[src/rtl/id_control_sequencer_pkg.sv]
// rtl/id_control_sequencer_pkg.sv - shared opcodes, immediate-select encodings and sequencer states
package id_control_sequencer_pkg;

  localparam logic [6:0] OPC_OP_IMM   = 7'b0010011;
  localparam logic [6:0] OPC_LOAD     = 7'b0000011;
  localparam logic [6:0] OPC_JALR     = 7'b1100111;
  localparam logic [6:0] OPC_SYSTEM   = 7'b1110011;
  localparam logic [6:0] OPC_MISC_MEM = 7'b0001111;
  localparam logic [6:0] OPC_STORE    = 7'b0100011;
  localparam logic [6:0] OPC_LUI      = 7'b0110111;
  localparam logic [6:0] OPC_AUIPC    = 7'b0010111;
  localparam logic [6:0] OPC_BRANCH   = 7'b1100011;
  localparam logic [6:0] OPC_JAL      = 7'b1101111;
  localparam logic [6:0] OPC_OP       = 7'b0110011;

  localparam logic [6:0] FUNCT7_MULDIV = 7'b0000001;

  localparam int CNT_W = 6;

  typedef enum logic [2:0] {
    IMM_I    = 3'd0,
    IMM_S    = 3'd1,
    IMM_U    = 3'd2,
    IMM_B    = 3'd3,
    IMM_J    = 3'd4,
    IMM_NONE = 3'd7
  } imm_sel_e;

  typedef enum logic {
    ST_RUN      = 1'b0,
    ST_MDU_HOLD = 1'b1
  } seq_state_e;

  // DIV/DIVU/REM/REMU: M-extension R-type with funct3[2] set; MUL* keep funct3[2] clear.
  function automatic logic is_divide(input logic [31:0] instr);
    return (instr[6:0] == OPC_OP) && (instr[31:25] == FUNCT7_MULDIV) && instr[14];
  endfunction

endpackage

[src/rtl/id_control_sequencer_imm_select_decoder.sv]
// rtl/id_control_sequencer_imm_select_decoder.sv - combinational opcode to immediate-type / illegal decode
module imm_select_decoder
  import id_control_sequencer_pkg::*;
(
  input  logic [6:0] opcode_i,
  output logic [2:0] imm_select_o,
  output logic       illegal_o
);

  always_comb begin
    imm_select_o = IMM_NONE;
    illegal_o    = 1'b0;
    case (opcode_i)
      OPC_OP_IMM, OPC_LOAD, OPC_JALR, OPC_SYSTEM, OPC_MISC_MEM: imm_select_o = IMM_I;
      OPC_STORE:            imm_select_o = IMM_S;
      OPC_LUI, OPC_AUIPC:   imm_select_o = IMM_U;
      OPC_BRANCH:           imm_select_o = IMM_B;
      OPC_JAL:              imm_select_o = IMM_J;
      OPC_OP:               imm_select_o = IMM_NONE;
      default:              illegal_o    = 1'b1;
    endcase
  end

endmodule

[src/rtl/id_control_sequencer.sv]
// rtl/id_control_sequencer.sv - decode-stage handshake register with divide hold sequencer
module id_control_sequencer
  import id_control_sequencer_pkg::*;
#(
  parameter int MDU_CYCLES = 32
) (
  input  logic        CLK,
  input  logic        RESET,
  input  logic [31:0] INSTRUCTION,
  input  logic        IN_VALID,
  output logic        IN_READY,
  input  logic        FLUSH,
  input  logic        EX_READY,
  output logic [2:0]  IMM_SELECT,
  output logic        OUT_VALID,
  output logic [31:0] OUT_INSTRUCTION,
  output logic [2:0]  OUT_IMM_SELECT,
  output logic        OUT_ILLEGAL,
  output logic        MDU_BUSY
);

  localparam logic [CNT_W-1:0] CNT_LOAD = CNT_W'(MDU_CYCLES - 1);

  seq_state_e       state_q, state_d;
  logic [CNT_W-1:0] cnt_q, cnt_d;
  logic             out_valid_q, out_valid_d;
  logic [31:0]      out_instr_q, out_instr_d;
  logic [2:0]       out_sel_q, out_sel_d;
  logic             out_ill_q, out_ill_d;
  logic             illegal;
  logic             xfer_in, xfer_out;

  imm_select_decoder u_dec (
    .opcode_i     (INSTRUCTION[6:0]),
    .imm_select_o (IMM_SELECT),
    .illegal_o    (illegal)
  );

  always_comb begin
    state_d     = state_q;
    cnt_d       = cnt_q;
    out_valid_d = out_valid_q;
    out_instr_d = out_instr_q;
    out_sel_d   = out_sel_q;
    out_ill_d   = out_ill_q;

    IN_READY = (state_q == ST_RUN) && !FLUSH && (!out_valid_q || EX_READY);
    xfer_in  = IN_VALID && IN_READY;
    xfer_out = out_valid_q && EX_READY;

    if (FLUSH) begin
      // Kill the payload and any pending divide hold; payload bits are left as-is.
      state_d     = ST_RUN;
      cnt_d       = '0;
      out_valid_d = 1'b0;
    end else begin
      if (xfer_in) begin
        out_valid_d = 1'b1;
        out_instr_d = INSTRUCTION;
        out_sel_d   = IMM_SELECT;
        out_ill_d   = illegal;
      end else if (xfer_out) begin
        out_valid_d = 1'b0;
      end

      case (state_q)
        ST_RUN: begin
          if (xfer_in && is_divide(INSTRUCTION)) begin
            state_d = ST_MDU_HOLD;
            cnt_d   = CNT_LOAD;
          end
        end
        ST_MDU_HOLD: begin
          if (cnt_q == '0) state_d = ST_RUN;
          else             cnt_d   = cnt_q - 1'b1;
        end
        default: state_d = ST_RUN;
      endcase
    end
  end

  always_ff @(posedge CLK) begin
    if (RESET) begin
      state_q     <= ST_RUN;
      cnt_q       <= '0;
      out_valid_q <= 1'b0;
      out_instr_q <= '0;
      out_sel_q   <= '0;
      out_ill_q   <= 1'b0;
    end else begin
      state_q     <= state_d;
      cnt_q       <= cnt_d;
      out_valid_q <= out_valid_d;
      out_instr_q <= out_instr_d;
      out_sel_q   <= out_sel_d;
      out_ill_q   <= out_ill_d;
    end
  end

  assign OUT_VALID       = out_valid_q;
  assign OUT_INSTRUCTION = out_instr_q;
  assign OUT_IMM_SELECT  = out_sel_q;
  assign OUT_ILLEGAL     = out_ill_q;
  assign MDU_BUSY        = (state_q == ST_MDU_HOLD);

endmodule
[config.mk]
export PLATFORM = sky130hd
export DESIGN_NAME = id_control_sequencer
export DESIGN_NICKNAME = d
export VERILOG_FILES = /design/src/rtl/id_control_sequencer_pkg.sv /design/src/rtl/id_control_sequencer_imm_select_decoder.sv /design/src/rtl/id_control_sequencer.sv
export SDC_FILE = /design/constraint.sdc
export NUM_CORES = 1
export LEC_CHECK = 0
export ABC_AREA = 1
export CAP_MARGIN = 20
export CORE_UTILIZATION = 39
export DETAILED_ROUTE_END_ITERATION = 8
export MAX_ROUTING_LAYER = met4
export PLACE_DENSITY = 0.86
export SLEW_MARGIN = 20
export SYNTH_ARGS = -nofsm -noshare
export SYNTH_HDL_FRONTEND = slang
export SYNTH_HIERARCHICAL = 1
export SYNTH_SLANG_ARGS = --single-unit
[constraint.sdc]
create_clock -name CLK -period 1.3 [get_ports CLK]
set_clock_uncertainty 0.1 [all_clocks]
set_input_delay 0.26 -clock CLK [delete_from_list [all_inputs] [get_ports CLK]]
set_output_delay 0.26 -clock CLK [all_outputs]
set_load 0.02 [all_outputs]
# == Yosys cells after proc, flatten, opt, wreduce, memory -nomap -nowiden ==
# Index checks and enable logic that the tools add are counted.
# classes
n_lt_le_gt_ge,0
div,0
n_mul,0
eq_ne,14
n_shift,0
bitwise,2
muxes,10
reduce_logical,18
add_sub_neg,1
# op_table
cell,n
equality test 7 bit (second input constant),4
equality test 7 x 6 -> 1 bit (second input constant),3
case mux 3 bit (5 select lines),1
equality test 7 x 5 -> 1 bit (second input constant),2
two-way mux 6 bit,2
case mux 6 bit (2 select lines),1
OR reduction 11 bit,1
equality test 7 x 1 -> 1 bit (second input constant),1
equality test 7 x 2 -> 1 bit (second input constant),1
equality test 7 x 4 -> 1 bit (second input constant),1
logical AND 1 bit,7
zero test 6 bit,1
subtractor 6 x 1 -> 6 bit (second input constant),1
two-way mux 1 bit,5
OR reduction 5 bit,1
AND reduction 2 bit,2
OR reduction 2 bit,2
zero test 1 bit,2
inequality test 2 x 1 -> 1 bit (second input constant),1
inequality test 2 bit (second input constant),1
NOT 1 bit,2
case mux 1 bit (2 select lines),1
nonzero test 2 bit,1
logical OR 1 bit,1
# totals
rom_bits,0
memories,0
latchBits,0
regBits,44
mem_bits_rw,0
output_inout_bits,42
word_cells,51

# == Longest topological paths before layout ==
# depth
word_depth,7
mapped_depth,10
ltp_nobuf,10

# == By module ==
# Netlist, hierarchy kept.
# by_module_without_submodules
mod,cells_each,area_each_um2,seq_area_each_um2,n_inst
id_control_sequencer,243,1823.0,880.8,1
imm_select_decoder,39,176.4,0.0,1

# == Worst setup path before layout ==
# OpenSTA, ideal clock, no wires.
# synth_path
path_type,reg2reg
startpoint,"register state_q, in the netlist MDU_BUSY"
endpoint,"register out_instr_q[25], in the netlist OUT_INSTRUCTION[25]"
n_path_buf,2
setup_slack_ns,-0.070
arrival_time_ns,1.202
path_stages_with_launch,7
setup_ns,0.069
cell_sequence,dfxtp_1 nor2_2 nand3_2 buf_6 clkbuf_8 nand2_1 a21oi_2
# synth_between
elab_chain_cells,5
# synth_lines
element,line_no,source
"start, declared",id_control_sequencer.sv:24,"seq_state_e state_q, state_d;"
"start signal, assigned",id_control_sequencer.sv:91,state_q <= state_d;
NOT 1 bit,-,
logical AND 1 bit (2 in series),id_control_sequencer.sv:47,IN_READY = (state_q == ST_RUN) && !FLUSH && (!out_valid_q || EX_READY);
logical AND 1 bit,id_control_sequencer.sv:48,xfer_in = IN_VALID && IN_READY;
AND reduction 2 bit (no source line),-,
"end signal, assigned",id_control_sequencer.sv:94,out_instr_q <= out_instr_d;
"end, declared",id_control_sequencer.sv:27,"logic [31:0] out_instr_q, out_instr_d;"
# No other way between the ends.
# A chain may end at the register's enable or synchronous reset.

# == Worst setup path in the final report ==
# layout_path
startpoint,input INSTRUCTION[5]
endpoint,"register out_ill_q, in the netlist OUT_ILLEGAL"
# layout_between
elab_chain_cells,3
elab_cells_between_ends,13
classes_between,eq/ne (11); mux (1); reduce/logical (1)
# layout_lines
element,line_no,source
"start, declared",id_control_sequencer.sv:9,"input logic [31:0] INSTRUCTION,"
equality test 7 x 6 -> 1 bit (tied with other cells),id_control_sequencer_imm_select_decoder.sv:13,case (opcode_i)
OR reduction 11 bit (no source line) (*),-,
two-way mux 1 bit (*),id_control_sequencer_imm_select_decoder.sv:13,
via illegal,id_control_sequencer.sv:30,logic illegal;
"end signal, assigned",id_control_sequencer.sv:96,out_ill_q <= out_ill_d;
"end, declared",id_control_sequencer.sv:29,"logic out_ill_q, out_ill_d;"
# Mark *: on every way through the listed nets, which the timed path passes. The rest lies on a longest branch.

==> impl_metrics.json <==
{
  "status": "finished with violations",
  "violations": "setup timing",
  "synth_area_um2": 1999,
  "cts.sinks": 44,
  "hold_path_class": "input port to flip-flop",
  "cp-start-kind": "input port",
  "crit_path_end": "OUT_ILLEGAL",
  "dp.final_hpwl_um": 3516,
  "multiInputGateArea_um2": 1336,
  "slew_headroom": 0.7655,
  "start_util": 0.4151,
  "antenna_found_initial": 0,
  "cts_buffers": 5,
  "drc_errors": 0,
  "grt_pass1_vias": 2332,
  "r2r_slack_ns": -0.16,
  "layout_common_cells": "55 x nand2_1, 42 x dfxtp_1, 40 x nand2_2",
  "rsz0062_at_grt": "yes",
  "rows": 25,
  "ioPinCount": 79,
  "p_total_mw": 3.320,
  "finalSetupTns_ns": -5.932,
  "grt_usage": 0.2919,
  "synth_fp_nets": 321,
  "num_antenna_cells": 0,
  "ant_nets": 0,
  "fin_area_um2": 3695,
  "drive_above_1_share": 0.5381,
  "clk_latency_ns": 0.30,
  "post-route-min-period_ns": 1.587,
  "synth.top_cell.area_share": 0.4406,
  "layout_commonest_cell": "nand2_1",
  "grt_max_degree": 21,
  "hold_viol": 0,
  "powerDensity_nw_per_um2": 898.6,
  "place.gp.congestion": 0.8604,
  "cts_tree": "yes",
  "end_kind": "flip-flop",
  "routedWlPerCell_um": 15.77,
  "layout.nets": 445,
  "root_buffer": "clkbuf_8",
  "cp_data_required_time_ns": 1.38,
  "vdd_drop_max_v": 0.0007244,
  "port_buffers": 78,
  "register_area_um2": 885.9,
  "vias": 2372,
  "dr.pass1.iters": 4,
  "worst_pin_slew_ns": 0.3514,
  "slew_viol_final": 0,
  "crit_start": "INSTRUCTION[5]",
  "drt_iter0_markers": 71,
  "ys.flop_type": "dfxtp_1",
  "drv_cap": 0,
  "r2r_start": "MDU_BUSY",
  "clk_path_buf_depth": 2,
  "arrival_ns": 1.67,
  "post-route-util": 0.7670,
  "core_area_um2": 4817,
  "synth_cell_type_count": 23,
  "placed_cells": 439,
  "grt_pass1_wl_um": 11470,
  "max_freq_mhz": 630.2,
  "viasPerCell": 5.004,
  "cts.clk_slew.worst_paths_ns": 0.08,
  "syn_to_final_growth_pct": 84.79,
  "synth.area.top_cells": "dfxtp_1 44%, nand2_1 19%, a21oi_1 9.5%, nor2_1 6.0%, inv_1 3.0%",
  "synth_warnings": 6,
  "finalSetupViolCount": 49,
  "synth_edf_count": 0,
  "fillCellCount": 353,
  "hold_start": "INSTRUCTION[3]",
  "dpl-instance-area_um2": 2973,
  "reg2reg_to": "OUT_ILLEGAL",
  "die_w_um": 73.60,
  "synth_cells": 282,
  "critPathMaxFanout": 4,
  "seq_area_frac_synth": 0.4406,
  "wl_um": 7476,
  "dieArea_um2": 5417,
  "leakagePower_nw": 1.626,
  "htree_levels": 2,
  "overflow": 0,
  "synth_seq_cells": 44,
  "async_flop_share": 0,
  "crit_type": "input port to flip-flop",
  "final_cells": 474,
  "finalCritPeriodShare": 1.221,
  "avgSynthCellArea_um2": 7.090,
  "setup_ws_ns": -0.2867,
  "die_h_um": 73.60,
  "yosys.area.top_type": "dfxtp_1",
  "cts_hold_buf": 0,
  "r2r_cells": 9
}
==> logic make-up after synthesis <==
logic type | after synthesis | synth area share
xor+xnor | 1 | 0.004381
compound gates | 46 | 0.1258
simple gates | 159 | 0.3360
buf+inv | 30 | 0.08072
flops | 44 | 0.4405
fa+ha+maj | 2 | 0.01251
==> cell usage after synthesis (2+ instances only) <==
master,n
nand3_1,9
a21oi_1,38
clkbuf_1,4
nor2_1,32
buf_4,3
o21ai_0,2
dfxtp_1,44
inv_2,3
ha_1,2
clkbuf_8,3
nand2_1,103
inv_1,16
a21oi_2,5
nor2_2,5
nand2_2,5
==> registers in the layout, summed over array words and instances (netlist names) <==
register         count
OUT_VALID            1
OUT_IMM_SELECT       3
MDU_BUSY             1
cnt_q                6
OUT_INSTRUCTION     32
OUT_ILLEGAL          1
==> what timing repair did <==
item / 4_1_cts / 5_1_grt
buffers inserted: 21 / 6
resized for setup: 251 / 96
setup endpoints to repair: 86 / 77
pin swaps: 29 / 22
cloned: 4 / 0
==> per-layer routing <==
layer | share of wire | track usage | vias up
met1 | 0.39 | 0.3189 | 1104
li1 | - | - | 1136
met3 | 0.063 | 0.06996 | 29
met5 | 0 | - | -
met2 | 0.51 | 0.5148 | 103
met4 | 0.041 | 0.1026 | 0
==> final cells by class <==
class	instances	share of cell area
clock buffers	7	0.02608
clock inverters	1	0.008127
inverters	19	0.02675
multi-input cells	208	0.3617
flip-flops and latches	44	0.2398
well taps	67	0.02269
repair buffers	128	0.3149
==> how the worst min path moves through the flow <==
stage,end,slack (ns),cells past startpoint
floorplan,OUT_INSTRUCTION[10],0.30,2
global placement,OUT_INSTRUCTION[24],0.35,2
detailed placement,OUT_INSTRUCTION[6],0.35,2
CTS,OUT_INSTRUCTION[3],0.12,3
global route,OUT_INSTRUCTION[3],0.15,3
finish,OUT_INSTRUCTION[3],0.14,3
==> metrics by stage <==
step	setup slack, ns	hold WS (ns)
3_3_place_gp	-0.9857	0.3512
4_1_cts	-0.1455	0.1239
2_1_floorplan	0.002084	0.3029
3_5_place_dp	-1.032	0.3547
5_1_grt	-0.2732	0.1511
6_report	-0.2867	0.1351
==> critical path: stages <==
cell and delay, ns:
buf_6 0.11, inv_2 0.08, nand2_4 0.07, nor2_2 0.14
nand2_2 0.10, buf_4 0.14, buf_4 0.12, buf_4 0.12
buf_4 0.12, buf_4 0.12, nand3_1 0.10, nor2_2 0.06
nand2_2 0.07, a21oi_2 0.05
==> power by group <==
| part | switching (mW) | internal (mW) |
|---|---|---|
| sequential | 0.0314 | 1.40 |
| combinational | 0.396 | 0.353 |
| clock | 0.461 | 0.678 |
No activity file was read; power rests on OpenSTA's default activity.
